==> config.mk <==
export PLATFORM = sky130hd
export DESIGN_NAME = dot_accumulator_flat
export DESIGN_NICKNAME = d
export VERILOG_FILES = /design/src/rtl/dot_accumulator_if.sv /design/src/rtl/dot_accumulator.sv /design/src/flat_wrapper.sv
export SDC_FILE = /design/constraint.sdc
export NUM_CORES = 1
export LEC_CHECK = 0
export ABC_AREA = 1
export BUFFER_PORTS_ARGS = -buffer_cell sky130_fd_sc_hd__buf_2
export CELL_PAD_IN_SITES_DETAIL_PLACEMENT = 1
export CELL_PAD_IN_SITES_GLOBAL_PLACEMENT = 1
export CORE_MARGIN = 2
export CORE_UTILIZATION = 41
export CTS_CLUSTER_SIZE = 14
export DETAILED_ROUTE_END_ITERATION = 8
export PLACE_DENSITY = 0.81
export SETUP_SLACK_MARGIN = 0.2
export SYNTH_ARGS = -nofsm -noshare
export SYNTH_HDL_FRONTEND = slang
export SYNTH_SLANG_ARGS = --single-unit
==> constraint.sdc <==
create_clock -name clk -period 2 [get_ports clk]
set_input_delay 0 -clock clk [delete_from_list [all_inputs] [get_ports clk]]
set_output_delay 0 -clock clk [all_outputs]
set_load 0.02 [all_outputs]
==> src/rtl/dot_accumulator_if.sv <==
// Product-in / sum-out handshake bundle for dot_accumulator.
// Widths are derived from N and PW so that every user agrees on AW and the idx width.
interface dot_accumulator_if #(
   parameter int N  = 4,
   parameter int PW = 16
);
   localparam int AW = PW + $clog2(N);
   localparam int IW = $clog2(N) + 1;

   logic          prod_valid;
   logic          prod_ready;
   logic [PW-1:0] prod;
   logic          sum_valid;
   logic          sum_ready;
   logic [AW-1:0] sum;
   logic [IW-1:0] idx;

   modport master (
      output prod_valid, prod, sum_ready,
      input  prod_ready, sum_valid, sum, idx
   );

   modport slave (
      input  prod_valid, prod, sum_ready,
      output prod_ready, sum_valid, sum, idx
   );
endinterface

==> src/rtl/dot_accumulator.sv <==
// Sums exactly N unsigned products into one dot-product element and holds it
// until the consumer takes it; clear aborts the vector in progress.
module dot_accumulator #(
   parameter int N  = 4,
   parameter int PW = 16
) (
   input  logic             clk,
   input  logic             rst,
   input  logic             clear,
   dot_accumulator_if.slave bus
);
   localparam int AW = PW + $clog2(N);
   localparam int IW = $clog2(N) + 1;

   typedef enum logic {ACC, DONE} state_t;

   state_t        state;
   state_t        state_next;
   logic [AW-1:0] acc;
   logic [AW-1:0] addend_sum;
   logic [AW-1:0] sum_r;
   logic [IW-1:0] idx_r;
   logic          accept;
   logic          last;

   assign bus.sum_valid = (state == DONE);
   assign bus.sum       = sum_r;
   assign bus.idx       = idx_r;

   always_comb begin
      bus.prod_ready = (state == ACC) && !clear;
      accept         = bus.prod_valid && bus.prod_ready;
      last           = (idx_r == IW'(N - 1));
      // The first product of a vector overwrites acc, so acc never needs clearing on completion.
      addend_sum     = (idx_r == '0) ? AW'(bus.prod) : acc + AW'(bus.prod);
      state_next     = state;
      if (clear) begin
         state_next = ACC;
      end else begin
         case (state)
            ACC:     if (accept && last) state_next = DONE;
            DONE:    if (bus.sum_ready)  state_next = ACC;
            default: state_next = ACC;
         endcase
      end
   end

   always_ff @(posedge clk or posedge rst) begin
      if (rst) state <= ACC;
      else     state <= state_next;
   end

   always_ff @(posedge clk or posedge rst) begin
      if (rst) begin
         acc   <= '0;
         idx_r <= '0;
         sum_r <= '0;
      end else if (clear) begin
         acc   <= '0;
         idx_r <= '0;
      end else if (accept) begin
         if (last) begin
            sum_r <= addend_sum;
            idx_r <= '0;
         end else begin
            acc   <= addend_sum;
            idx_r <= idx_r + IW'(1);
         end
      end
   end
endmodule

==> src/flat_wrapper.sv <==
// flat-port wrapper written by rule: the top's interface ports become plain ports
module dot_accumulator_flat 
#(
   parameter int N  = 4,
   parameter int PW = 16
)
  (clk, rst, clear, bus_prod_valid, bus_prod, bus_sum_ready, bus_prod_ready, bus_sum_valid, bus_sum, bus_idx);
  dot_accumulator_if #(.N(N), .PW(PW)) bus_i ();
  input  logic clk;
  input  logic rst;
  input  logic clear;
  input wire logic [$bits(bus_i.prod_valid)-1:0] bus_prod_valid;
  input wire logic [$bits(bus_i.prod)-1:0] bus_prod;
  input wire logic [$bits(bus_i.sum_ready)-1:0] bus_sum_ready;
  output wire logic [$bits(bus_i.prod_ready)-1:0] bus_prod_ready;
  output wire logic [$bits(bus_i.sum_valid)-1:0] bus_sum_valid;
  output wire logic [$bits(bus_i.sum)-1:0] bus_sum;
  output wire logic [$bits(bus_i.idx)-1:0] bus_idx;
  assign bus_i.prod_valid = bus_prod_valid;
  assign bus_i.prod = bus_prod;
  assign bus_i.sum_ready = bus_sum_ready;
  assign bus_prod_ready = bus_i.prod_ready;
  assign bus_sum_valid = bus_i.sum_valid;
  assign bus_sum = bus_i.sum;
  assign bus_idx = bus_i.idx;
  dot_accumulator #(.N(N), .PW(PW)) u_core (.clk(clk), .rst(rst), .clear(clear), .bus(bus_i));
endmodule
==> summary.txt, run 1 <==
status: finished, final reports clean
Cells after Synth: 414
DIE AREA: 7610 µm²
first-pass GRT wire length: 14700 µm
Initial Util: 42.1%
post-synthesis mux area share: 0%
LEAKAGE: 0.00203 µW
top cells by area, synth: dfrtp_1 (35%), nand2_1 (22%), ha_1 (7.9%)
Hold Path Class: input port to flip-flop
top-level port count: 44
gpl congestion: 0.827
crit-path max FO: 3
Data arrival, critical path: 2.12 ns
Compound-Gate Fraction of Synth Area: 8.45%
Clock Latency Late Sink: 0.31 ns
async set-or-reset flop fraction in the synthesized netlist: 100%
RSZ-0062 raised after global routing: yes
CTS sink cnt: 40
Post-DRT Antenna Nets: 0
First DRT Iteration DRCs: 158
simple-gate share of the synthesized area: 37.4%
WP data required: 2.24 ns
Post-synth EDFFs: 0
Avg Cell Area, Syn: 6.86 µm²
H-tree levels: 2
maxcap violations: 0
total power: 3130 µW
WL final: 9860 µm
Worst-path clk slew: 0.09 ns
cell with the most instances after synthesis: nand2_1
Final Hold Viols: 0
dominant cell type by area after synthesis: dfrtp_1
worst hold margin: 0.0164 ns
Synth top area share: 35.2%
Core Rows: 30
Inserted Clock Buffers: 5
vias per cell: 5.35
peak supply drop: 458 µV
share of cells above drive strength 1: 29.4%
largest family of logic cells by synthesized area: simple AND/OR/NAND/NOR gates
Setup Total Neg Slack: 0 ns
number of global-route vias before repair: 3096
Bufs on Longest Clock Path: 2
die extent in y: 87.3 µm
IO buf count: 43
pwr/cell area: 836 nW/µm²
Ys Warns: 0
CTS tree: built
Total GRT Usage: 24.9%
Netlist cell types: 37
crit path time final: 1.89 ns
commonest cells in the synthesized netlist: nand2_1 (166), inv_1 (55), dfrtp_1 (40)
largest net degree at the start of global routing: 41
Die W: 87.3 µm
relative slew slack: 62.6%
Wirelength per Cell: 17.5 µm
Diodes inserted: 0
Core ar.: 6760 µm²
xor and xnor area share after synthesis: 0.616%
Slew @ Worst Pin: 0.561 ns
max-slew violation count: 0
Mapped Area: 2840 µm²
final setup vio count: 0
setup slack after layout: 0.115 ns
crit path kind: flip-flop to flip-flop
hpwl dp: 6400 µm
Max Fclk: 530 MHz
skew final: 0.0135 ns
vias: 3013
CP startpoint kind: flip-flop
Final Cycle Share: 94.3%
post-synthesis sequential area ratio: 35.2%
CTS root buf: clkbuf_8
initial antenna violation count: 0
most used flip-flop cell after synthesis: dfrtp_1
drt first pass iters: 4
syn_nets: 454
Layout area overhead: 31.5%
grt ovf: 0
post-place setup slack: 0.0307 ns
FF+latch count, synth: 40
CP endpoint kind: flip-flop
DR DRC count: 0
Post-Synth Adder-Cell Area: 8.63%
layout net count: 523
-- cell usage in the layout (no fill, tap or decap), types with 5 or more instances in the layout --
master	Yosys	routed
nand2_1	166	148
inv_1	55	52
buf_2	1	43
dfrtp_1	40	40
nand3_1	38	23
nand2_2	1	19
nor2_1	22	19
buf_4	2	17
nand3_2	0	14
ha_4	0	10
o21ai_0	12	8
a21oi_1	12	7
dlygate4sd3_1	0	7
o211ai_1	6	6
ha_1	18	6
a21oi_2	0	5
nand4_1	5	5
or2_2	5	5
clkbuf_8	0	5
-- power breakdown --
part	switching [µW]	internal [µW]
logic	917	553
clock network	315	237
registers	126	978
total	1360	1770
-- per-stage QoR --
| stage | util, % | cells | area, µm² |
|---|---|---|---|
| CTS | 49.9 | 552 | 3370 |
| floorplan | - | 414 | 2840 |
| finish | 55.3 | 563 | 3740 |
| global route | 55.3 | 563 | 3740 |
| detailed placement | 46.6 | 535 | 3150 |
| global placement | 46.6 | 535 | 3150 |
-- sequential cells by signal (all words and copies together) (netlist names) --
register	count
u_core.bus.idx	3
u_core.bus.sum	18
u_core.acc	18
u_core.bus.sum_valid	1
-- layer usage --
metal	vias to the layer above	share of wire, %	global-route usage (%)	routed length (µm)
met2	76	50	41.0	4890
met1	1472	43	34.5	4280
met4	0	1.9	6.01	190
met3	17	5.0	3.60	496
li1	1448	-	-	-
met5	-	0	0	0
-- critical path, stage by stage, from the launching register on --
cell and delay (ns):
dfrtp_1 0.36, ha_2 0.20, inv_2 0.05, fa_2 0.38
inv_2 0.09, nand3_2 0.08, nand3_4 0.09, nand2_2 0.06
nand2_2 0.09, nand2_2 0.05, nand2_1 0.07, nand2_1 0.06
nand2_2 0.08, nand3_2 0.06, nand2_1 0.09
-- area by class of cell --
type	count	area [µm²]
sequential	40	1000
fill	885	3020
tap	80	100
timing repair buffer	70	464
multi-input combinational	310	1880
clock inverter	2	12.5
inverter	56	214
clock buffer	5	68.8
-- path summary, 6_finish.rpt --
path | endpoint | cells after the start | slack (ns) | start
worst max-delay path | u_core.bus.sum[16]$_DFFE_PP0P_ | 14 | 0.11 | u_core.acc[0]$_DFFE_PP0P_
worst min-delay path | u_core.bus.sum[8]$_DFFE_PP0P_ | 3 | 0.02 | bus_prod[8]
worst max register to register | u_core.bus.sum[16]$_DFFE_PP0P_ | 14 | 0.11 | u_core.acc[0]$_DFFE_PP0P_
worst min register to register | u_core.bus.sum[1]$_DFFE_PP0P_ | 2 | 0.49 | u_core.bus.sum[1]$_DFFE_PP0P_
max in group asynchronous | u_core.bus.sum[5]$_DFFE_PP0P_ | 4 | 1.22 | rst
min in group asynchronous | u_core.bus.sum[12]$_DFFE_PP0P_ | 4 | 0.39 | rst
-- kinds of logic after synthesis --
group | Yosys count
compound gates | 40
buf+inv | 64
fa+ha+maj | 19
simple gates | 249
flops | 40
xor+xnor | 2
-- repair_timing --
action	4_1_cts	5_1_grt
endpoints found under the setup margin	19	33
gates resized for setup	11	61
hold buffers	7	0
pin swaps	1	15
buffers inserted	3	11
hold endpoints to repair	45	0
Power figures use the tool's default switching activity.
==> inputs of run 2 (changes only) <==
Settings changed: BUFFER_PORTS_ARGS -buffer_cell sky130_fd_sc_hd__buf_2 to -buffer_cell sky130_fd_sc_hd__buf_4.
==> run 2 against run 1 <==
Net effect:
- via count is 2.9% higher
- critical endpoint is now u_core.acc[16]$_DFFE_PP0P_
- highest routed layer unchanged
- clock-buffer cell count up 1
- register-to-register slack improved by 0.02 ns
- global-route usage increased by 0.069 points
- total power rose by 8.0%
- non-clock buffer count shrank 2
- largest cell class unchanged
- critical path depth unchanged
==> summary.txt, run 2 (same netlist as run 1, synthesis figures left out) <==
LEAKAGE: 0.00208 µW
H-tree levels: 2
WP data required: 2.25 ns
Initial Util: 42.1%
largest net degree at the start of global routing: 41
CTS root buf: clkbuf_8
Final Instance Area: 3980 µm²
crit-path max FO: 3
CTS sink cnt: 40
Worst-path clk slew: 0.09 ns
skew final: 0.00781 ns
Post-DRT Antenna Nets: 0
top-level port count: 44
die extent in y: 87.3 µm
gpl congestion: 0.827
crit path kind: flip-flop to flip-flop
Die W: 87.3 µm
maxcap violations: 0
DR DRC count: 0
reg-to-reg slack, setup: 0.13 ns
pwr/cell area: 848 nW/µm²
relative slew slack: 64.0%
grt ovf: 0
status: finished, final reports clean
slowest cell on the critical path: dfrtp_1
Diodes inserted: 0
vias: 3101
IO buf count: 43
drt first pass iters: 5
CTS tree: built
peak supply drop: 572 µV
DIE AREA: 7610 µm²
Clock Latency Late Sink: 0.31 ns
Core ar.: 6760 µm²
worst hold margin: 0.00374 ns
Total GRT Usage: 25.0%
most frequent cells in the layout: nand2_1 (145), buf_4 (56), inv_1 (51)
Layout area overhead: 40.2%
crit path cell chain: ha_4 -> inv_2 -> fa_2 -> inv_2 -> nand3_4 -> nand3_4 -> nand2_4 -> nand2_4 -> nand2_4 -> nand2_2 -> nand2_2 -> nand2_2 -> nand3_1 -> nand2_1
initial antenna violation count: 0
Hold Path Class: input port to flip-flop
vias per cell: 5.52
First DRT Iteration DRCs: 191
first-pass GRT wire length: 14700 µm
CP startpoint kind: flip-flop
Post-DP Area: 3240 µm²
Bufs on Longest Clock Path: 2
Final Hold Viols: 0
hpwl dp: 6500 µm
Max Fclk: 535 MHz
Wirelength per Cell: 18.5 µm
final setup vio count: 0
Inserted Clock Buffers: 5
Slew @ Worst Pin: 0.540 ns
max-slew violation count: 0
Setup Total Neg Slack: 0 ns
Core Rows: 30
RSZ-0062 raised after global routing: yes
Data arrival, critical path: 2.12 ns
commonest non-fill, non-tap cell in the layout: nand2_1
share of cells above drive strength 1: 32.2%
WL final: 10400 µm
number of global-route vias before repair: 2996
crit path time final: 1.87 ns
layout net count: 521
crit-path max cell delay: 0.40 ns
CP endpoint kind: flip-flop
Final Cycle Share: 93.4%
## run 2: cell count changes in the layout (fill, tap and decap cells not counted), sizes merged
cell         before  now
clkbuf            5    6
dlygate4sd3       7   10
inv              55   56
clkinv            1    0
buf              63   58
## run 2: layout make-up
cell class,instances,area (µm²)
Inverter,56,210
Tap cell,80,100
Clock inverter,2,15.0
Multi-Input combinational cell,310,2020
Sequential cell,40,1000
Timing Repair Buffer,68,552
Clock buffer,6,82.6
Fill cell,821,2770
## run 2: worst paths after layout
path                                                      from                             end  cells after the start
worst max register to register       u_core.acc[0]$_DFFE_PP0P_      u_core.acc[16]$_DFFE_PP0P_                     14
min in group asynchronous                                  rst      u_core.acc[14]$_DFFE_PP0P_                      4
worst min register to register  u_core.bus.sum[15]$_DFFE_PP0P_  u_core.bus.sum[15]$_DFFE_PP0P_                      2
worst max-delay path                 u_core.acc[0]$_DFFE_PP0P_      u_core.acc[16]$_DFFE_PP0P_                     14
max in group asynchronous                                  rst   u_core.bus.sum[2]$_DFFE_PP0P_                      4
worst min-delay path                               bus_prod[5]   u_core.bus.sum[5]$_DFFE_PP0P_                      3
## run 2: through the flow
step           util, %  setup slack, ns  cells  total power [µW]
2_1_floorplan        -            0.274    414              1910
3_3_place_gp      48.0            0.111    535              2350
3_5_place_dp      48.0          0.00561    535              2400
4_1_cts           52.5            0.166    555              3090
5_1_grt           59.0           0.0609    562              3580
6_report          59.0            0.131    562              3380
## run 2: repair_timing
action                                  in CTS  in global routing
hold buffers                                10                  0
gates resized for setup                     21                 78
buffers inserted                             2                  7
hold endpoints to repair                    49                  0
pin swaps                                    9                 18
endpoints found under the setup margin      24                 33
cloned                                       0                  0
## run 2: layer usage
| layer | vias to the layer above | share of wire (%) | global-route usage [%] |
|---|---|---|---|
| met2 | 84 | 50 | 43.7 |
| met5 | - | 0 | 0 |
| met1 | 1545 | 43 | 32.4 |
| met4 | 0 | 2.5 | 6.29 |
| met3 | 21 | 4.2 | 3.32 |
| li1 | 1451 | - | - |
## run 2: where the power goes
part / switching, µW / internal (µW)
clock: 337 / 280
sequential: 139 / 978
combinational: 988 / 654
## run 2: worst max-delay path: cells and delay by family, from the launching register on
| family | cells | cell delay (ns) |
|---|---|---|
| AND/OR/NAND/NOR | 10 | 0.75 |
| adder cells (fa/ha/maj) | 2 | 0.51 |
| flip-flops | 1 | 0.40 |
| buffers and inverters | 2 | 0.14 |
==> inputs of run 3 (changes only) <==
--- a/config.mk
+++ b/config.mk
@@ -12,6 +12,6 @@
 export CORE_MARGIN = 2
-export CORE_UTILIZATION = 41
+export CORE_UTILIZATION = 37
 export CTS_CLUSTER_SIZE = 14
 export DETAILED_ROUTE_END_ITERATION = 8
-export PLACE_DENSITY = 0.81
+export PLACE_DENSITY = 0.77
 export SETUP_SLACK_MARGIN = 0.2
==> constraint.sdc (replaced) <==
create_clock -name clk -period 1.7 [get_ports clk]
set_input_delay 0 -clock clk [delete_from_list [all_inputs] [get_ports clk]]
set_output_delay 0 -clock clk [all_outputs]
set_load 0.1 [all_outputs]
==> run 3 against run 2 <==
Net effect:
- maximum frequency is 4.0% lower
- non-clock buffer count is 18 higher
- routed wire length is 17% higher
- the flow now finishes with violations (hold timing, setup timing)
- worst hold slack worse by 0.0085 ns
- combinational power is 98% higher
- global-route usage is 0.072 points lower
==> summary.txt, run 3 (same netlist as run 1, synthesis figures left out) <==
status: finished with violations
failing checks: hold timing, setup timing
first-pass GRT wire length: 16600 µm
crit path time final: 1.95 ns
DIE AREA: 8400 µm²
Data arrival, critical path: 2.15 ns
hpwl dp: 6600 µm
grt ovf: 0
vias per cell: 5.41
commonest non-fill, non-tap cell in the layout: nand2_1
Post-DP Area: 3390 µm²
vias: 3238
largest net degree at the start of global routing: 33
First DRT Iteration DRCs: 160
total power: 5410 µW
Slew @ Worst Pin: 0.404 ns
Hold EP: u_core.bus.sum[9]$_DFFE_PP0P_
CP endpoint kind: flip-flop
Diodes inserted: 0
max-slew violation count: 0
DR DRC count: 0
Hold Path Cell Cnt: 3
initial antenna violation count: 0
Core Rows: 31
die extent in y: 91.6 µm
Total GRT Usage: 24.9%
IO buf count: 43
RSZ-0062 raised after global routing: yes
fill count: 866
r2r startpoint: u_core.acc[0]$_DFFE_PP0P_
Worst R2R End: u_core.bus.sum[6]$_DFFE_PP0P_
Final Instance Area: 4390 µm²
Post-DRT Antenna Nets: 0
Final Hold Viols: 1
top-level port count: 44
skew final: 0.0123 ns
hold path startpoint: bus_prod[9]
drt first pass iters: 4
Final Cycle Share: 114%
post-place setup slack: -0.209 ns
LEAKAGE: 0.00223 µW
Initial Util: 38.8%
most frequent cells in the layout: nand2_1 (125), buf_4 (71), inv_1 (42)
CTS root buf: clkbuf_8
maxcap violations: 0
Bufs on Longest Clock Path: 2
Setup Total Neg Slack: -2.71 ns
reg-to-reg slack, setup: -0.25 ns
crit-path max FO: 3
CTS sink cnt: 40
number of global-route vias before repair: 3436
relative slew slack: 72.9%
CTS tree: built
Worst-path clk slew: 0.10 ns
gpl congestion: 0.861
Max Fclk: 514 MHz
H-tree levels: 2
crit path kind: flip-flop to flip-flop
Inserted Clock Buffers: 5
WP data required: 1.90 ns
share of cells above drive strength 1: 44.4%
Core ar.: 7330 µm²
Layout area overhead: 54.5%
layout net count: 539
final setup vio count: 26
Clock Latency Late Sink: 0.32 ns
CP startpoint kind: flip-flop
pwr/cell area: 1230 nW/µm²
WL final: 12100 µm
Hold Path Class: input port to flip-flop
setup slack after layout: -0.246 ns
Reg2Reg Depth: 10
Wirelength per Cell: 20.2 µm
peak supply drop: 869 µV
Die W: 91.6 µm
worst hold margin: -0.00477 ns
[run 3: power by group]
group / internal, µW / leakage [µW] / switching [µW]
Combinational: 985 / 0.00165 / 2270
Clock: 436 / 0.0000541 / 417
Sequential: 1150 / 0.000521 / 155
Total: 2570 / 0.00223 / 2840
[run 3: layout make-up]
cell class / count / area (µm²) / share of cell area (%)
clock buffer: 5 / 68.8 / 1.57
clock inverter: 3 / 42.5 / 0.969
inverter: 56 / 218 / 4.96
multi-input combinational: 310 / 2200 / 50.2
sequential: 40 / 1010 / 23.0
tap: 99 / 124 / 2.82
timing repair buffer: 86 / 723 / 16.5
[run 3: worst max-delay path, stage by stage, from the launching register on]
cell and delay (ns):
dfrtp_1 0.38, ha_2 0.20, inv_2 0.05, fa_2 0.36, inv_2 0.08, nand4_1 0.13, nand2_2 0.18, xnor2_2 0.13
nand2_1 0.10, o211ai_1 0.13, nand2_1 0.09
[run 3: how the worst max path moves through the flow]
stage,depth (start not counted),slack (ns),from,to
floorplan,7,-0.24,u_core.bus.sum_valid$_DFF_PP0_,u_core.bus.sum[16]$_DFFE_PP0P_
global placement,13,-0.1,u_core.acc[0]$_DFFE_PP0P_,u_core.bus.sum[16]$_DFFE_PP0P_
detailed placement,13,-0.21,u_core.acc[0]$_DFFE_PP0P_,u_core.acc[16]$_DFFE_PP0P_
CTS,13,-0.1,u_core.acc[0]$_DFFE_PP0P_,u_core.acc[16]$_DFFE_PP0P_
global route,10,-0.29,u_core.acc[0]$_DFFE_PP0P_,u_core.bus.sum[6]$_DFFE_PP0P_
finish,10,-0.25,u_core.acc[0]$_DFFE_PP0P_,u_core.bus.sum[6]$_DFFE_PP0P_
[run 3: metrics by stage]
| step | utilization, % | std cells |
|---|---|---|
| 2_1_floorplan | - | 414 |
| 3_3_place_gp | 46.3 | 564 |
| 3_5_place_dp | 46.3 | 564 |
| 4_1_cts | 54.9 | 585 |
| 5_1_grt | 59.9 | 599 |
| 6_report | 59.9 | 599 |
[run 3: metal layers]
metal / vias to the layer above / wire, µm / track usage, %
met4: 0 / 218 / 9.22
met2: 120 / 6470 / 44.5
li1: 1484 / - / -
met1: 1614 / 4870 / 29.6
met5: - / 0 / 0
met3: 20 / 574 / 4.68
[run 3: timing repair]
item                       in CTS  in global routing
gates resized for setup        92                 64
hold endpoints to repair       47                  0
pin swaps                      34                 50
setup endpoints to repair      35                 35
hold buffers                    8                  0
gates cloned                    0                  1
setup buffers                   5                 13
